**src/rtl/mem_ctrl.sv**
```systemverilog
// Request-driven memory controller: single-word read/write and ascending block copy
// against a synchronous memory with one-cycle registered read data.
module mem_ctrl #(
  parameter int ADDR_WIDTH = 6,
  parameter int DATA_WIDTH = 16
) (
  input  logic                  clk,
  input  logic                  rst_n,
  input  logic                  req_valid,
  output logic                  req_ready,
  input  logic [1:0]            req_op,
  input  logic [ADDR_WIDTH-1:0] req_addr,
  input  logic [ADDR_WIDTH-1:0] req_dst,
  input  logic [ADDR_WIDTH-1:0] req_len,
  input  logic [DATA_WIDTH-1:0] req_wdata,
  output logic                  rsp_valid,
  output logic [DATA_WIDTH-1:0] rsp_rdata,
  output logic                  rsp_err,
  output logic                  mem_we,
  output logic [ADDR_WIDTH-1:0] mem_addr,
  output logic [DATA_WIDTH-1:0] mem_data,
  input  logic [DATA_WIDTH-1:0] mem_out
);

  typedef enum logic [2:0] {
    S_IDLE   = 3'd0,
    S_RD     = 3'd1,
    S_RD_CAP = 3'd2,
    S_WR     = 3'd3,
    S_CP_RD  = 3'd4,
    S_CP_WR  = 3'd5,
    S_DONE   = 3'd6
  } state_t;

  localparam logic [1:0] OP_RD = 2'b00;
  localparam logic [1:0] OP_WR = 2'b01;
  localparam logic [1:0] OP_CP = 2'b10;
  localparam logic [1:0] OP_RS = 2'b11;

  state_t                  r_state;
  state_t                  w_next_state;
  logic [1:0]              r_op;
  logic [ADDR_WIDTH-1:0]   r_addr;
  logic [ADDR_WIDTH-1:0]   r_dst;
  logic [ADDR_WIDTH-1:0]   r_len;
  logic [ADDR_WIDTH-1:0]   r_idx;
  logic [DATA_WIDTH-1:0]   r_wdata;
  logic [DATA_WIDTH-1:0]   r_rdata;
  logic                    w_accept;
  logic                    w_last_word;

  assign w_accept    = req_valid && (r_state == S_IDLE);
  assign w_last_word = (r_idx == (r_len - ADDR_WIDTH'(1)));

  // State, captured request fields, copy index and read-result registers
  always_ff @(posedge clk or negedge rst_n) begin
    if (!rst_n) begin
      r_state <= S_IDLE;
      r_op    <= 2'b00;
      r_addr  <= '0;
      r_dst   <= '0;
      r_len   <= '0;
      r_idx   <= '0;
      r_wdata <= '0;
      r_rdata <= '0;
    end else begin
      r_state <= w_next_state;
      if (w_accept) begin
        r_op    <= req_op;
        r_addr  <= req_addr;
        r_dst   <= req_dst;
        r_len   <= req_len;
        r_wdata <= req_wdata;
        r_idx   <= '0;
      end
      if (r_state == S_CP_WR) begin
        r_idx <= r_idx + ADDR_WIDTH'(1);
      end
      if (r_state == S_RD_CAP) begin
        r_rdata <= mem_out;
      end
    end
  end

  // Next-state decode
  always_comb begin
    w_next_state = r_state;
    case (r_state)
      S_IDLE: begin
        if (req_valid) begin
          case (req_op)
            OP_RD:   w_next_state = S_RD;
            OP_WR:   w_next_state = S_WR;
            OP_CP:   w_next_state = (req_len != '0) ? S_CP_RD : S_DONE;
            default: w_next_state = S_DONE;
          endcase
        end else begin
          w_next_state = S_IDLE;
        end
      end
      S_RD:     w_next_state = S_RD_CAP;
      S_RD_CAP: w_next_state = S_DONE;
      S_WR:     w_next_state = S_DONE;
      S_CP_RD:  w_next_state = S_CP_WR;
      S_CP_WR:  w_next_state = w_last_word ? S_DONE : S_CP_RD;
      S_DONE:   w_next_state = S_IDLE;
      default:  w_next_state = S_IDLE;
    endcase
  end

  // Memory port drive; copy data is forwarded straight from the registered read port
  always_comb begin
    mem_we   = 1'b0;
    mem_addr = '0;
    mem_data = '0;
    case (r_state)
      S_RD: begin
        mem_addr = r_addr;
      end
      S_WR: begin
        mem_we   = 1'b1;
        mem_addr = r_addr;
        mem_data = r_wdata;
      end
      S_CP_RD: begin
        mem_addr = r_addr + r_idx;
      end
      S_CP_WR: begin
        mem_we   = 1'b1;
        mem_addr = r_dst + r_idx;
        mem_data = mem_out;
      end
      default: begin
        mem_we   = 1'b0;
        mem_addr = '0;
        mem_data = '0;
      end
    endcase
  end

  assign req_ready = (r_state == S_IDLE);
  assign rsp_valid = (r_state == S_DONE);
  assign rsp_err   = (r_state == S_DONE) && (r_op == OP_RS);
  assign rsp_rdata = r_rdata;

endmodule

```
**config.mk**
```make
export PLATFORM = sky130hd
export DESIGN_NAME = mem_ctrl
export DESIGN_NICKNAME = d
export VERILOG_FILES = /design/src/rtl/mem_ctrl.sv
export SDC_FILE = /design/constraint.sdc
export NUM_CORES = 1
export LEC_CHECK = 0
export ABC_AREA = 0
export ABC_CLOCK_PERIOD_IN_PS = 3500
export CORE_MARGIN = 1.5
export CORE_UTILIZATION = 39
export DETAILED_ROUTE_END_ITERATION = 10
export PLACE_DENSITY = 0.69
export SLEW_MARGIN = 20
export SYNTH_ARGS = -nofsm -noshare
export SYNTH_HDL_FRONTEND = slang
export SYNTH_SLANG_ARGS = --single-unit
```
**constraint.sdc**
```tcl
create_clock -name clk -period 3.5 [get_ports clk]
set_clock_uncertainty 0.05 [all_clocks]
set_input_delay 0.525 -clock clk [delete_from_list [all_inputs] [get_ports clk]]
set_output_delay 0.525 -clock clk [all_outputs]
set_load 0.03 [all_outputs]
```
* After elaboration in Yosys (flattened, before gate mapping)
Index checks and enable logic that the tools add are counted.
Widths: inputs -> output; s select.
** Storage, ports and cells
- Flip-flop bits (word level) :: 61
- Latch bits :: 0
- Memory bits (writable) :: 0
- ROM bits :: 0
- Bits of input ports :: 55
- Output and inout port bits :: 42
- Logic and storage cells :: 41
- Memories :: 0
** Operators by class
- Add/subtract/negate cells :: 4
- Multipliers :: 0
- Divide/modulo/power cells :: 0
- Magnitude comparators :: 0
- Equality and inequality tests :: 10
- Shift-type cells :: 0
- Muxes and demuxes :: 10
- Bitwise gates (word level) :: 0
- Reduce and logical (&&, ||, !) cells :: 9
** Operator list (number)
- $pmux 16 s2 :: 1
- $pmux 6 s3 :: 1
- $pmux 3 s5 :: 1
- $add 6x6->6 :: 2
- $mux 6 :: 2
- $eq 3x3->1 const B :: 3
- $pmux 3 s3 :: 1
- $add 6x1->6 const B :: 1
- $eq 3x2->1 const B :: 2
- $eq 6x6->1 :: 1
- $reduce_bool 6->1 :: 1
- $reduce_or 2->1 :: 3
- $sub 6x1->6 const B :: 1
- $eq 2x2->1 const B :: 2
- $mux 2 :: 2
- $eq 3x1->1 const B :: 1
- $logic_not 3->1 :: 1
- $mux 3 :: 1
- $eq 2x1->1 const B :: 1
- $logic_and 1x1->1 :: 2
- $logic_not 2->1 :: 1
- $reduce_bool 2->1 :: 1
- $mux 1 :: 1

* Logic depth before layout (Yosys ltp)
Gate-level depths: netlist (run 1).
- Depth in word-level cells :: 5
- Gate-level depth with buffers :: 13
- Gate-level depth less buffers :: 10

* Worst setup path before layout (run 1)
OpenSTA, ideal clock, no wires.
- Kind :: register -> output
- Start :: register r_state[0]
- End :: output port mem_addr[4]
- Arrival :: 3068 ps
- Required time :: 2925 ps
- Slack :: -143 ps
- Cell stages (with the launch flop) :: 14
- Path buffers :: 3
- Cell sequence :: dfrtp_1 -> buf_2 -> and3b_1 -> buf_2 -> buf_2 -> nand2_1 -> nand2_1 -> ha_1 -> inv_1 -> fa_1 -> nor2b_1 -> o21a_1 -> nor3_1 -> o41ai_1
** On the way
- Word-level cells in the longest chain between the ends :: 3
- Elaborated cells on any way between the ends :: 6
- Those cells by class :: eq/ne: 4; mux: 1; reduce/logical: 1
** RTL lines
- from (decl) :: line 40 : state_t r_state;
- from (signal assigned) :: line 67 : r_state <= w_next_state;
- $eq 3x2->1 / $eq 3x1->1 (equally long branches) :: line 116 : case (r_state)
- $reduce_or 2->1 (no source line)
- $pmux 6 s3 (*) :: line 116
- to (decl) :: line 20 : output logic [ADDR_WIDTH-1:0] mem_addr,
Every way passes the cells marked *; elsewhere a longest branch is shown, timed or not.

* Worst setup path in the final report (run 1)
Ends and elaborated chain as after synthesis.

==> results of run 1 <==
==> cells in the mapped netlist (2+ instances only) <==
| cell | instances | share of area, % |
|---|---|---|
| o21a_1 | 2 | 0.48 |
| ha_1 | 8 | 3.2 |
| nor2_1 | 6 | 0.72 |
| xor2_1 | 8 | 2.2 |
| o21ai_0 | 10 | 1.6 |
| dfrtp_1 | 61 | 49 |
| and3_1 | 2 | 0.40 |
| buf_4 | 4 | 0.96 |
| mux2_2 | 16 | 5.8 |
| xnor2_1 | 4 | 1.1 |
| buf_2 | 9 | 1.4 |
| o41ai_1 | 2 | 0.56 |
| a211oi_1 | 3 | 0.72 |
| nand3_1 | 5 | 0.80 |
| nand2_1 | 129 | 16 |
| clkbuf_1 | 5 | 0.60 |
| and2_1 | 2 | 0.40 |
| nand4_1 | 3 | 0.60 |
| a21oi_1 | 7 | 1.1 |
| inv_1 | 9 | 1.1 |
| a22o_1 | 16 | 4.5 |
| nor3_1 | 4 | 0.64 |
| nor2b_1 | 2 | 0.40 |
==> through the flow <==
stage / util [%] / area [um^2] / total power, mW / hold slack (ns) / worst slack [ns]
after CTS: 56.8 / 4390 / 4.18 / 0.111 / 0.137
after global placement: 54.1 / 4180 / 3.47 / 0.401 / 0.545
after floorplan: - / 3120 / 2.70 / 0.179 / 0.247
after global routing: 56.8 / 4390 / 4.43 / 0.137 / 0.00105
final: 56.8 / 4390 / 4.14 / 0.101 / 0.176
after detailed placement: 54.1 / 4180 / 3.51 / 0.410 / 0.518
==> sequential cells by signal, summed over array words and instances, names as in the netlist <==
register	flops
r_wdata	16
r_addr	6
rsp_rdata	16
r_idx	6
r_state	3
r_op	2
r_len	6
r_dst	6
==> worst reg2reg max path: cells and delay by family, from the launching register on <==
kind            cells  cell delay [ns]
compound gates      1             0.08
buf+inv             2             0.58
flops               1             0.42
simple gates        3             0.92
==> kinds of logic (layout without fill, tap and decap cells) <==
kind of cell    Yosys count  after routing  share of synthesized area, %
simple gates            163            163                          22.6
flops                    61             61                          49.0
compound gates           49             49                          11.3
buf+inv                  27            129                          4.09
mux                      16             16                          5.78
xor+xnor                 12             12                          3.37
fa+ha+maj                 9              9                          3.85
==> final timing paths <==
| kind | cells past startpoint | end |
|---|---|---|
| worst max-delay path | 11 | mem_addr[4] |
| worst min-delay path | 1 | rsp_rdata[1]$_DFFE_PN0N_ |
| worst max register to register | 6 | r_op[1]$_DFFE_PN0P_ |
| worst min register to register | 2 | r_op[0]$_DFFE_PN0P_ |
| max in group asynchronous | 2 | r_state[1]$_DFF_PN0_ |
| min in group clk | 2 | r_op[0]$_DFFE_PN0P_ |
==> metal layers <==
metal | vias to the layer above | wire (um) | GRT usage, %
met3 | 15 | 355 | 3.45
met5 | - | 0 | 0
met1 | 1313 | 3600 | 26.4
met4 | 0 | 219 | 9.49
met2 | 70 | 3930 | 32.5
li1 | 1329 | - | -
==> final cells by class <==
type	instances	area [um^2]
repair buffers	105	1020
fillers	705	3330
multi-input cells	249	1470
flip-flops and latches	61	1530
clock inverters	3	43.8
clock buffers	12	165
inverters	9	33.8
well taps	102	128
==> where the power goes <==
part,internal (mW),switching (mW)
logic,0.966,1.22
clock network,0.383,0.269
registers,1.03,0.266
==> results.cfg, run 1 <==
[run_status]
status = finished clean

[yosys]
syn_area_per_cell_um2 = 9.25
synth.distinct_cells = 43
synth_edf_count = 0
postSynthCellCount = 337
ys_ff_latch = 61
ys_seq_area_share_pct = 49.0
syn-num-nets = 401
ys_warn_count = 0
synth_area_um2 = 3120
synth-main-ff-cell = dfrtp_1
async_reset_ff_share_pct = 100

[drt]
drtAntennaViolNets = 0
wl_per_cell_um = 15.0
dr.pass1.iters = 4
routed_wl_um = 8110
drc_errors = 0
avgViaCountPerCell = 5.04
vias = 2727
drt_iter0_drc = 116

[layout]
finalNonFillerCells = 541
nets = 499
layout_commonest_cell = nand2_1
drive_gt1_share_pct = 12.1
layout_common_cells = nand2_1 (129), clkdlybuf4s50_1 (90), dfrtp_1 (60)
diodes = 0
syn2layout_area_growth_pct = 40.9

[setup_path]
startpoint_type = register
end_kind = output pin
cp.required_ns = 2.92
cpMostUsedCell = nand2_1
cp.buffers_inverters = 2
cp_slowest_cell = dfrtp_1
cpPeakStageDelay_ns = 0.57
arrival_ns = 2.75
cp-startpoint = r_state[0]$_DFF_PN0_
critPathMaxFanout = 11
critPathKind = reg2out
reg2reg_from = r_state[2]$_DFF_PN0_
r2r_setup_slack_ns = 1.34
crit_chain = and3b_2 > nand2_1 > nand2_1 > ha_1 > inv_1 > fa_1 > nor2b_1 > o21a_1 > nor3_1 > o41ai_2 > buf_4
crit_family = simple AND/OR/NAND/NOR gates

[sta]
fin_crit_ns = 3.32
timing.final.hold_violations = 0
slew_headroom_pct = 59.6
rsz0062_at_grt = no
setup_viol = 0
period_share_pct = 95.0
fin_tns_setup_ns = 0
drv_slew = 0
fmax_mhz = 301
tightest_slew_ns = 0.604

[global_routing]
grt_max_degree = 40
antenna_found_initial = 0
grt_use_total_pct = 20.2
grt_pass1_vias = 2746
grt_pass1_wl_um = 13400
grt_overflow = 0

[floorplan]
start_util_pct = 40.3
dieArea_um2 = 8540
die_x_um = 92.4
pin_count = 97
die_y_um = 92.4
rows = 32
core_um2 = 7730

[clock_tree]
postCtsHoldBufs = 0
insertion_delay_ns = 0.33
cts.sinks = 61
path_clk_slew_ns = 0.07
post_cts_buffers = 0
cts_root_buf = clkbuf_8
cts_inserted_buffers = 9
cts_tree = done
cts_max_level = 3
clock_path_buffers = 2
post_cts_resized = 0

[placed_design]
dp_hpwl_um = 5970
gp_congestion = 0.876
portBuffers = 96
placed_cells = 526

[power_and_ir_drop]
vdd_ir_drop_max_uv = 372
powerDensity_nw_per_um2 = 943
p_leak_nw = 2.05

[hold_path]
hp-class = in2async

[flow_run]
cap_violations = 0
Note: power is estimated with default switching activity, not from simulation.
==> run 2, diff against run 1 <==
- ABC_CLOCK_PERIOD_IN_PS: 3500 -> 3150
- SLEW_MARGIN: 20 -> 5
- clock period: 3.5 -> 3.15 ns (I/O delays scaled with it)
==> run 2 against run 1 <==
Net effect:
- die area is the same
- worst setup slack lost 0.12 ns
- sequential share of layout area shrank 0.26 points
- register-to-register slack lost 0.39 ns
- utilization grew 0.52 points
- total power grew 11%
- critical endpoint unchanged
- highest routed layer unchanged
==> results.cfg, run 2 (synthesis gave the netlist of run 1 again) <==
[floorplan]
core_um2 = 7730
rows = 32
start_util_pct = 40.3
die_x_um = 92.4
pin_count = 97
dieArea_um2 = 8540
die_y_um = 92.4

[layout]
layout_common_cells = nand2_1 (129), clkdlybuf4s50_1 (89), dfrtp_1 (58)
nets = 504
layout_commonest_cell = nand2_1
drive_gt1_share_pct = 14.2
diodes = 0
final.fill_count = 711
multi_input_area_um2 = 1500
seq_area_um2 = 1530
finalNonFillerCells = 546
syn2layout_area_growth_pct = 42.2

[clock_tree]
postCtsHoldBufs = 0
cts_max_level = 3
cts_inserted_buffers = 9
cts_root_buf = clkbuf_8
path_clk_slew_ns = 0.07
cts.sinks = 61
insertion_delay_ns = 0.33
clock_path_buffers = 2
cts_tree = done

[drt]
vias = 2732
drc_errors = 0
avgViaCountPerCell = 5.00
routed_wl_um = 8140
dr.pass1.iters = 4
drt_iter0_drc = 151
drtAntennaViolNets = 0
wl_per_cell_um = 14.9

[placed_design]
portBuffers = 96
dpl_worst_slack_ns = 0.304
dp_hpwl_um = 5910
placed_cells = 528
gp_congestion = 0.896

[global_routing]
grt_use_total_pct = 20.2
grt_max_degree = 31
grt_overflow = 0
antenna_found_initial = 0
grt_pass1_vias = 2772
grt_pass1_wl_um = 13400

[sta]
tightest_slew_ns = 0.643
timing.final.hold_violations = 0
finalWorstSetupSlack_ns = 0.0516
fmax_mhz = 323
holdWs_ns = 0.0843
fin_crit_ns = 3.10
fin_tns_setup_ns = 0
period_share_pct = 98.4
slew_headroom_pct = 57.1
drv_slew = 0
setup_viol = 0
rsz0062_at_grt = yes

[setup_path]
critPathKind = reg2out
arrival_ns = 2.58
end_kind = output pin
startpoint_type = register
critPathMaxFanout = 5
reg2reg_from = r_state[2]$_DFF_PN0_
reg2reg_to = r_wdata[13]$_DFFE_PN0P_
cp.required_ns = 2.63
r2r_cells = 6
r2r_setup_slack_ns = 0.95

[power_and_ir_drop]
p_leak_nw = 2.06
internal_power_mw = 2.62
powerDensity_nw_per_um2 = 1040
pwr-share-seq_pct = 31.2
vdd_ir_drop_max_uv = 386
p_sw_mw = 1.99
clockPowerShare_pct = 14.4
combPwrFrac_pct = 54.4
p_sw_share_pct = 43.2

[hold_path]
hp-class = in2async

[flow_run]
cap_violations = 0

[run_status]
status = finished clean
-- run 2: changes by cell type in the layout (fill, tap and decap cells not counted), sizes merged --
cell | previous run | this run
buf | 15 | 21
clkbuf | 12 | 11
clkdlybuf4s50 | 90 | 89
inv | 9 | 10
-- run 2: how the worst max path moves through the flow --
stage               depth (start not counted)                  from           to  slack (ns)
global placement                           11  r_state[1]$_DFF_PN0_  mem_addr[4]        0.37
detailed placement                         11  r_state[1]$_DFF_PN0_  mem_addr[4]        0.30
finish                                     11  r_state[1]$_DFF_PN0_  mem_addr[4]        0.05
CTS                                        11  r_state[2]$_DFF_PN0_  mem_addr[4]       0.003
floorplan                                  11  r_state[0]$_DFF_PN0_  mem_addr[2]        0.09
global route                               11  r_state[1]$_DFF_PN0_  mem_addr[4]       -0.06
-- run 2: final cells by class --
type	count	area share [%]
Clock buffer	11	2.96
Tap cell	102	2.88
Inverter	9	0.762
Sequential cell	61	34.5
Clock inverter	4	1.10
Multi-Input combinational cell	249	33.8
Timing Repair Buffer	110	24.0
-- run 2: repair_timing --
item | CTS | global route
buffers inserted | 1 | 2
endpoints found under the setup margin | 1 | 2
gates resized for setup | 2 | 7
pin swaps | 0 | 2
-- run 2: power groups by stage --
stage	Sequential, mW	Combinational [mW]	Clock (mW)
finish	1.44	2.50	0.662
global placement	1.44	2.41	0
detailed placement	1.45	2.46	0
CTS	1.43	2.48	0.680
global route	1.49	2.71	0.716
floorplan	1.57	1.45	0
-- run 2: per-stage QoR --
step	instance area [um^2]	total power, mW	util (%)
after CTS	4400	4.60	56.9
after global placement	4210	3.85	54.4
after detailed placement	4210	3.91	54.4
final	4430	4.60	57.4
after floorplan	3140	3.01	-
after global routing	4430	4.92	57.4
-- run 2: worst max-delay path, stage by stage (launching register included) --
cell	delay, ns
dfrtp_2	0.42
and3b_2	0.28
nand2_1	0.06
nand2_1	0.06
ha_2	0.17
inv_1	0.06
fa_2	0.36
nor2b_1	0.12
o21a_1	0.17
nor3_2	0.06
o41ai_4	0.27
buf_4	0.20
-- run 2: layer usage --
layer	GRT usage (%)	part of all wire, %	vias up
met4	8.46	2.1	0
li1	-	-	1343
met3	3.37	4.7	17
met2	32.7	48	78
met1	26.8	45	1294
met5	0	0	-
